File: config.mk
export PLATFORM = sky130hd
export DESIGN_NAME = mem_port_arbiter
export DESIGN_NICKNAME = d
export VERILOG_FILES = /design/src/rtl/mem_port_arbiter.sv
export SDC_FILE = /design/constraint.sdc
export NUM_CORES = 1
export LEC_CHECK = 0
export ABC_AREA = 1
export CAP_MARGIN = 20
export CORE_MARGIN = 5
export CORE_UTILIZATION = 35
export DETAILED_ROUTE_END_ITERATION = 7
export PLACE_DENSITY_LB_ADDON = 0.25
export SLEW_MARGIN = 15
export SYNTH_ARGS = -nofsm -noshare
export SYNTH_HDL_FRONTEND = slang
export SYNTH_SLANG_ARGS = --single-unit
File: constraint.sdc
create_clock -name clk -period 1.5 [get_ports clk]
set_input_delay 0.15 -clock clk [delete_from_list [all_inputs] [get_ports clk]]
set_output_delay 0.15 -clock clk [all_outputs]
set_load 0.01 [all_outputs]
File: src/rtl/mem_port_arbiter.sv
// Shares one memory port between the CPU instruction and data requesters.
// Data has priority; a starvation counter forces an instruction grant after MAX_STARVE data wins.
module mem_port_arbiter #(
    parameter int unsigned MAX_STARVE = 4
) (
    input  logic        clk,
    input  logic        rst,

    input  logic [31:0] inst_mem_address,
    input  logic        inst_mem_read,
    input  logic        inst_mem_write,
    input  logic [3:0]  inst_mem_byte_enable,
    input  logic [31:0] inst_mem_wdata,
    output logic [31:0] inst_mem_rdata,
    output logic        inst_mem_resp,

    input  logic [31:0] data_mem_address,
    input  logic        data_mem_read,
    input  logic        data_mem_write,
    input  logic [3:0]  data_mem_byte_enable,
    input  logic [31:0] data_mem_wdata,
    output logic [31:0] data_mem_rdata,
    output logic        data_mem_resp,

    output logic [31:0] pmem_address,
    output logic        pmem_read,
    output logic        pmem_write,
    output logic [3:0]  pmem_byte_enable,
    output logic [31:0] pmem_wdata,
    input  logic [31:0] pmem_rdata,
    input  logic        pmem_resp
);

    typedef enum logic {IDLE, BUSY} state_t;
    typedef enum logic {OWN_INST, OWN_DATA} owner_t;

    localparam logic [3:0] STARVE_LIMIT = 4'(MAX_STARVE);

    state_t      state, state_nx;
    owner_t      owner, owner_nx;
    logic [3:0]  starve_cnt, starve_cnt_nx;
    logic [31:0] address_nx, wdata_nx;
    logic [3:0]  byte_enable_nx;
    logic        read_nx, write_nx;

    logic inst_pend, data_pend;

    assign inst_pend = inst_mem_read | inst_mem_write;
    assign data_pend = data_mem_read | data_mem_write;

    always_comb begin
        state_nx       = state;
        owner_nx       = owner;
        starve_cnt_nx  = starve_cnt;
        address_nx     = pmem_address;
        byte_enable_nx = pmem_byte_enable;
        wdata_nx       = pmem_wdata;
        read_nx        = pmem_read;
        write_nx       = pmem_write;

        case (state)
            IDLE: begin
                if (inst_pend || data_pend) begin
                    state_nx = BUSY;
                    if (data_pend && (!inst_pend || starve_cnt < STARVE_LIMIT)) begin
                        owner_nx       = OWN_DATA;
                        address_nx     = data_mem_address;
                        byte_enable_nx = data_mem_byte_enable;
                        wdata_nx       = data_mem_wdata;
                        read_nx        = data_mem_read & ~data_mem_write;
                        write_nx       = data_mem_write;
                        // Only a data win over a waiting inst counts as starvation.
                        if (inst_pend && starve_cnt != 4'hF)
                            starve_cnt_nx = starve_cnt + 4'd1;
                    end else begin
                        owner_nx       = OWN_INST;
                        address_nx     = inst_mem_address;
                        byte_enable_nx = inst_mem_byte_enable;
                        wdata_nx       = inst_mem_wdata;
                        read_nx        = inst_mem_read & ~inst_mem_write;
                        write_nx       = inst_mem_write;
                        starve_cnt_nx  = '0;
                    end
                end
            end
            BUSY: begin
                if (pmem_resp) begin
                    state_nx = IDLE;
                    read_nx  = 1'b0;
                    write_nx = 1'b0;
                end
            end
            default: state_nx = IDLE;
        endcase
    end

    always_ff @(posedge clk) begin
        if (!rst) begin
            state            <= IDLE;
            owner            <= OWN_DATA;
            starve_cnt       <= '0;
            pmem_address     <= '0;
            pmem_byte_enable <= '0;
            pmem_wdata       <= '0;
            pmem_read        <= 1'b0;
            pmem_write       <= 1'b0;
        end else begin
            state            <= state_nx;
            owner            <= owner_nx;
            starve_cnt       <= starve_cnt_nx;
            pmem_address     <= address_nx;
            pmem_byte_enable <= byte_enable_nx;
            pmem_wdata       <= wdata_nx;
            pmem_read        <= read_nx;
            pmem_write       <= write_nx;
        end
    end

    // Response is forwarded combinationally so the requester sees it in the pmem_resp cycle.
    always_comb begin
        inst_mem_resp  = 1'b0;
        inst_mem_rdata = '0;
        data_mem_resp  = 1'b0;
        data_mem_rdata = '0;
        if (state == BUSY && pmem_resp) begin
            if (owner == OWN_INST) begin
                inst_mem_resp  = 1'b1;
                inst_mem_rdata = pmem_rdata;
            end else begin
                data_mem_resp  = 1'b1;
                data_mem_rdata = pmem_rdata;
            end
        end
    end

endmodule

==> summary.txt, run 1 <==
Detailed routing
  – Vias: 5397
  – DR pass1 iterations: 5
  – Routed WL: 16.2 mm
  – Routed len/inst: 13.3 um
  – Drt drc: 0
  – Detail Route Antenna Nets: 0
  – Vias per cell: 4.43
  – Initial drt markers: 161

Critical path
  – Crit-path max FO: 11
  – Required @ worst endpoint: 1.35 ns
  – Worst Path Arrival: 1.31 ns
  – Worst Setup End Kind: output port
  – R2r setup slk: 0.17 ns
  – Critical path launch point type: flip-flop
  – Crit path kind: reg2out

Floorplanning
  – Initial core utilization: 0.357
  – Die W: 121 um
  – Core area: 12000 sq um
  – Die area: 14600 sq um
  – Ports: 311
  – Die height: 121 um
  – Row count: 40

Finish
  – Share of cells above drive strength 1: 0.146
  – Commonest non-fill, non-tap cell in the layout: clkdlybuf4s50_1
  – Commonest cells after routing, fill and taps aside: 243 x clkdlybuf4s50_1, 223 x nand2_1, 178 x nor2_1, 107 x inv_1, 76 x nand3_1
  – Number of cells in the finished layout apart from fillers: 1218
  – Final core utilization: 0.655
  – Final nets: 1240
  – Layout overhead on the synthesized area: 83.6%

Power and ir drop
  – Leak Pwr: 4.22 nW
  – Power Density: 853 nW/um^2
  – Worst VDD drop: 0.460 mV

Outcome
  – Status: finished, final reports clean

Clock tree
  – Sink Count: 76
  – CTS Buf Count: 9
  – Clk Latency, worst-skew pair: 0.33 ns
  – CTS tree: built
  – Clk root buf: clkbuf_16
  – Clock Tree Buf Depth: 2
  – Clk pin slew, worst setup/hold paths: 0.06 ns
  – H-Tree Depth: 3

Timing
  – Final Hold Viols: 0
  – Slew Viols, Final: 0
  – RSZ-0062 raised after global routing: true
  – Tmin final: 1.46 ns
  – Rel. slew slack: 0.857
  – Setup Total Neg Slack: 0 ns
  – Fmax: 686 MHz
  – Slew at the pin with the worst max-slew slack: 0.213 ns
  – Fin crit share: 0.973
  – Clock skew: 0.00295 ns
  – # setup viols final: 0

Logic synthesis
  – Area fraction of the dominant cell type after synthesis: 0.355
  – Netlist cell types: 17
  – Cells after synthesis: 753
  – Yosys top cell by area: dfxtp_1
  – Largest cells by area after synthesis: dfxtp_1 36%, nand2_1 20%, nor2_1 18%
  – Synth Net Count: 929
  – Sequential share of the synthesized area: 0.355
  – Mean Syn Cell Area: 5.69 sq um
  – Synth Cell Area: 4290 sq um
  – Flops & latches, synth: 76
  – Synth warn: 0

Job
  – Max Cap Viol: 0

GRT
  – GRT Util Overall: 0.213
  – First-pass GRT wire length: 24.8 mm
  – Largest net degree at the start of global routing: 39
  – Vias in the first global route: 4979
  – Initial antenna violation count: 1
  – GRT overflow: 0

Worst hold path
  – Min-Delay Path Class: in2reg

Place
  – Number of port buffers: 310
  – RePlAce Congestion: 0.835
  – DP HPWL: 12.8 mm
  – Placed Cells: 1197
[path summary, 6_finish.rpt]
path	endpoint	depth (start not counted)	start
setup / recovery	inst_mem_rdata[8]	6	state
hold / removal	owner	2	rst
setup reg to reg	pmem_address[12]	8	state
hold reg to reg	starve_cnt[3]	2	starve_cnt[3]
[final cells by class]
type,count,area [sq um]
clock buffers,11,233
well taps,147,184
fillers,1163,4140
diodes,2,5.00
flip-flops and latches,76,1520
repair buffers,342,3190
inverters,114,433
multi-input cells,521,2200
clock inverters,5,100
[cells in the mapped netlist, drive strengths merged]
library cell / number
nand3: 77
buf: 27
dfxtp: 76
ha: 1
nand2: 229
nor2: 208
clkbuf: 15
o211ai: 1
inv: 114
a21oi: 5
[timing repair]
item	in CTS	in global routing
setup buffers	0	1
gates cloned	0	2
pin swaps	1	1
endpoints found under the setup margin	66	40
gates resized for setup	260	40
hold buffers	0	0
[power breakdown]
part           internal, mW  switching (mW)  total (mW)
sequential             2.21          0.0901        2.30
combinational          1.08           0.883        1.97
clock                  1.62           0.819        2.44
total                  4.92            1.79        6.71
[registers in the layout, indices dropped and copies added, names as in the netlist]
| name | flops |
|---|---|
| pmem_wdata | 32 |
| starve_cnt | 4 |
| pmem_read | 1 |
| state | 1 |
| pmem_write | 1 |
| pmem_address | 32 |
| pmem_byte_enable | 4 |
| owner | 1 |
[layer usage]
layer,wire [um],part of all wire,track usage,up-vias
met5,0,0,0,-
li1,-,-,-,2831
met4,683,0.042,0.104,0
met3,1440,0.088,0.0603,43
met1,5780,0.36,0.222,2327
met2,8330,0.51,0.390,196
[worst max-delay path, cell delays in order, from the launching register on]
cell     delay [ns]
dfxtp_2        0.33
nand2_2        0.07
nor2_4         0.12
inv_4          0.07
buf_12         0.15
nor2_2         0.08
buf_2          0.14
[stage by stage]
step	setup slack (ns)	power (mW)	hold WS, ns	cell area, sq um
2_1_floorplan	0.199	3.18	0.219	4290
3_3_place_gp	-0.408	4.32	0.450	7690
3_5_place_dp	-0.425	4.34	0.453	7690
4_1_cts	-0.0148	6.76	0.414	7710
5_1_grt	-0.0369	7.08	0.439	7870
6_report	0.0412	6.71	0.422	7870
[kinds of logic (layout without fill, tap and decap cells)]
kind of cell	Yosys count	in the layout	synth area share
and+or+nand+nor	514	514	0.479
buffers and inverters	156	472	0.156
DFF	76	76	0.355
AOI/OAI and AO/OA	6	6	0.00759
adders and majority gates	1	1	0.00292
other	0	2	0
(Power assumes the default switching activity.)
==> inputs of run 2 (changes only) <==
- HOLD_SLACK_MARGIN: unset -> 0.06
- MAX_ROUTING_LAYER: unset -> met4
- SLEW_MARGIN: 15 -> 20
==> summary.txt, run 2 (synthesized netlist as in run 1, its figures left out) <==
Place
  – Setup WS pre-CTS: -0.425 ns
  – Area post-placement: 7690 sq um
  – RePlAce Congestion: 0.848
  – Number of port buffers: 310
  – DP HPWL: 12.8 mm

Timing
  – Final Hold Viols: 0
  – Fin crit share: 0.972
  – # setup viols final: 0
  – Fmax: 686 MHz
  – Slew Viols, Final: 0
  – Clock skew: 0.00313 ns
  – Rel. slew slack: 0.857
  – Final WS setup: 0.0414 ns
  – RSZ-0062 raised after global routing: true
  – Setup Total Neg Slack: 0 ns
  – Slew at the pin with the worst max-slew slack: 0.213 ns
  – Tmin final: 1.46 ns

GRT
  – Initial antenna violation count: 1
  – GRT Util Overall: 0.219
  – First-pass GRT wire length: 24.8 mm
  – Largest net degree at the start of global routing: 39
  – Vias in the first global route: 4993
  – GRT overflow: 0

Clock tree
  – Clk Latency, worst-skew pair: 0.33 ns
  – CTS tree: built
  – Sink Count: 76
  – CTS Buf Count: 9
  – H-Tree Depth: 3
  – Clk root buf: clkbuf_16
  – Cts hold-fix bufs: 0
  – Clock Tree Buf Depth: 2
  – Clk pin slew, worst setup/hold paths: 0.06 ns

Detailed routing
  – Detail Route Antenna Nets: 0
  – DR pass1 iterations: 4
  – Routed len/inst: 13.4 um
  – Vias: 5383
  – Initial drt markers: 163
  – Drt drc: 0
  – Vias per cell: 4.42
  – Routed WL: 16.3 mm

Critical path
  – Critical Path End: inst_mem_rdata[8]
  – R2R Path End: pmem_address[12]
  – R2R depth: 8
  – Reg-to-Reg Start: state
  – Crit path kind: reg2out
  – Critical path launch point type: flip-flop
  – Worst Path Arrival: 1.31 ns
  – Worst Setup End Kind: output port
  – Crit. Startpoint: state
  – Critical path cell sequence: nand2_2 > nor2_4 > inv_4 > buf_12 > nor2_2 > buf_2
  – R2r setup slk: 0.16 ns
  – Required @ worst endpoint: 1.35 ns
  – Crit path largest cell delay: 0.33 ns
  – Crit-path max FO: 11
  – Crit-path slowest cell: dfxtp_2

Power and ir drop
  – Seq pwr share: 0.343
  – Clock Power Share: 0.363
  – Switch Pwr: 1.79 mW
  – Switching share of power: 0.267
  – Design Power: 6.70 mW
  – Power Density: 852 nW/um^2
  – Combinational power share: 0.293
  – Leak Pwr: 4.22 nW
  – Worst VDD drop: 0.461 mV
  – P_int: 4.92 mW

Finish
  – Fill cells: 1163
  – Final nets: 1240
  – Final core utilization: 0.655
  – Final instance area: 7870 sq um
  – Layout overhead on the synthesized area: 83.6%
  – Commonest non-fill, non-tap cell in the layout: clkdlybuf4s50_1
  – Regs by FF count: pmem_address (32), pmem_wdata (32)
  – Share of cells above drive strength 1: 0.146
  – Commonest cells after routing, fill and taps aside: 243 x clkdlybuf4s50_1, 223 x nand2_1, 178 x nor2_1, 107 x inv_1, 76 x nand3_1

Floorplanning
  – Die height: 121 um
  – Row count: 40
  – Initial core utilization: 0.357
  – Die W: 121 um
  – Die area: 14600 sq um
  – Ports: 311
  – Core area: 12000 sq um

Job
  – Max Cap Viol: 0

Worst hold path
  – Min-Delay Path Class: in2reg

Outcome
  – Status: finished, final reports clean
## run 2: metrics by stage
| stage | std cells | hold WS [ns] |
|---|---|---|
| floorplan | 753 | 0.219 |
| global placement | 1197 | 0.450 |
| detailed placement | 1197 | 0.453 |
| CTS | 1213 | 0.414 |
| global route | 1217 | 0.439 |
| finish | 1218 | 0.421 |
## run 2: routing by layer
metal	vias up	global-route usage	part of all wire
met2	194	0.390	0.51
met4	0	0.104	0.041
met1	2316	0.223	0.36
met3	43	0.0580	0.083
li1	2830	-	-
met5	-	-	0
## run 2: cell type report
class / instances / area (sq um) / area share
timing repair buffer: 342 / 3190 / 0.406
multi-input combinational: 521 / 2200 / 0.279
sequential: 76 / 1520 / 0.194
inverter: 114 / 433 / 0.0550
clock buffer: 11 / 233 / 0.0296
tap: 147 / 184 / 0.0234
clock inverter: 5 / 100 / 0.0127
antenna: 2 / 5.00 / 0.000636
## run 2: what timing repair did
action,CTS,global route
setup endpoints to repair,66,40
resized for setup,260,40
endpoints found under the hold margin,0,0
pin swaps,1,1
cloned,0,2
buffers inserted,0,1
## run 2: worst min-delay path by stage
stage,cells after the start,end,startpoint
after floorplan,1,owner,rst
after global placement,2,starve_cnt[3],starve_cnt[3]
after detailed placement,2,starve_cnt[3],starve_cnt[3]
after CTS,2,owner,rst
after global routing,2,owner,rst
final,2,owner,rst
## run 2: critical path, delay by kind of cell, from the launching register on
family        cells  cell delay [ns]
simple gates      3             0.27
buf+inv           3             0.36
flops             1             0.33
## run 2: power by group through the flow
stage | sequential (mW) | clock, mW | combinational (mW)
2_1_floorplan | 2.43 | 0 | 0.745
3_3_place_gp | 2.33 | 0 | 1.98
3_5_place_dp | 2.34 | 0 | 1.99
4_1_cts | 2.30 | 2.50 | 1.96
5_1_grt | 2.33 | 2.59 | 2.16
6_report | 2.30 | 2.44 | 1.97
==> inputs of run 3 (changes only) <==
- SLEW_MARGIN: 20 -> unset
==> results of run 3 <==
Final layout, timing and power as in run 2 (identical DEF).
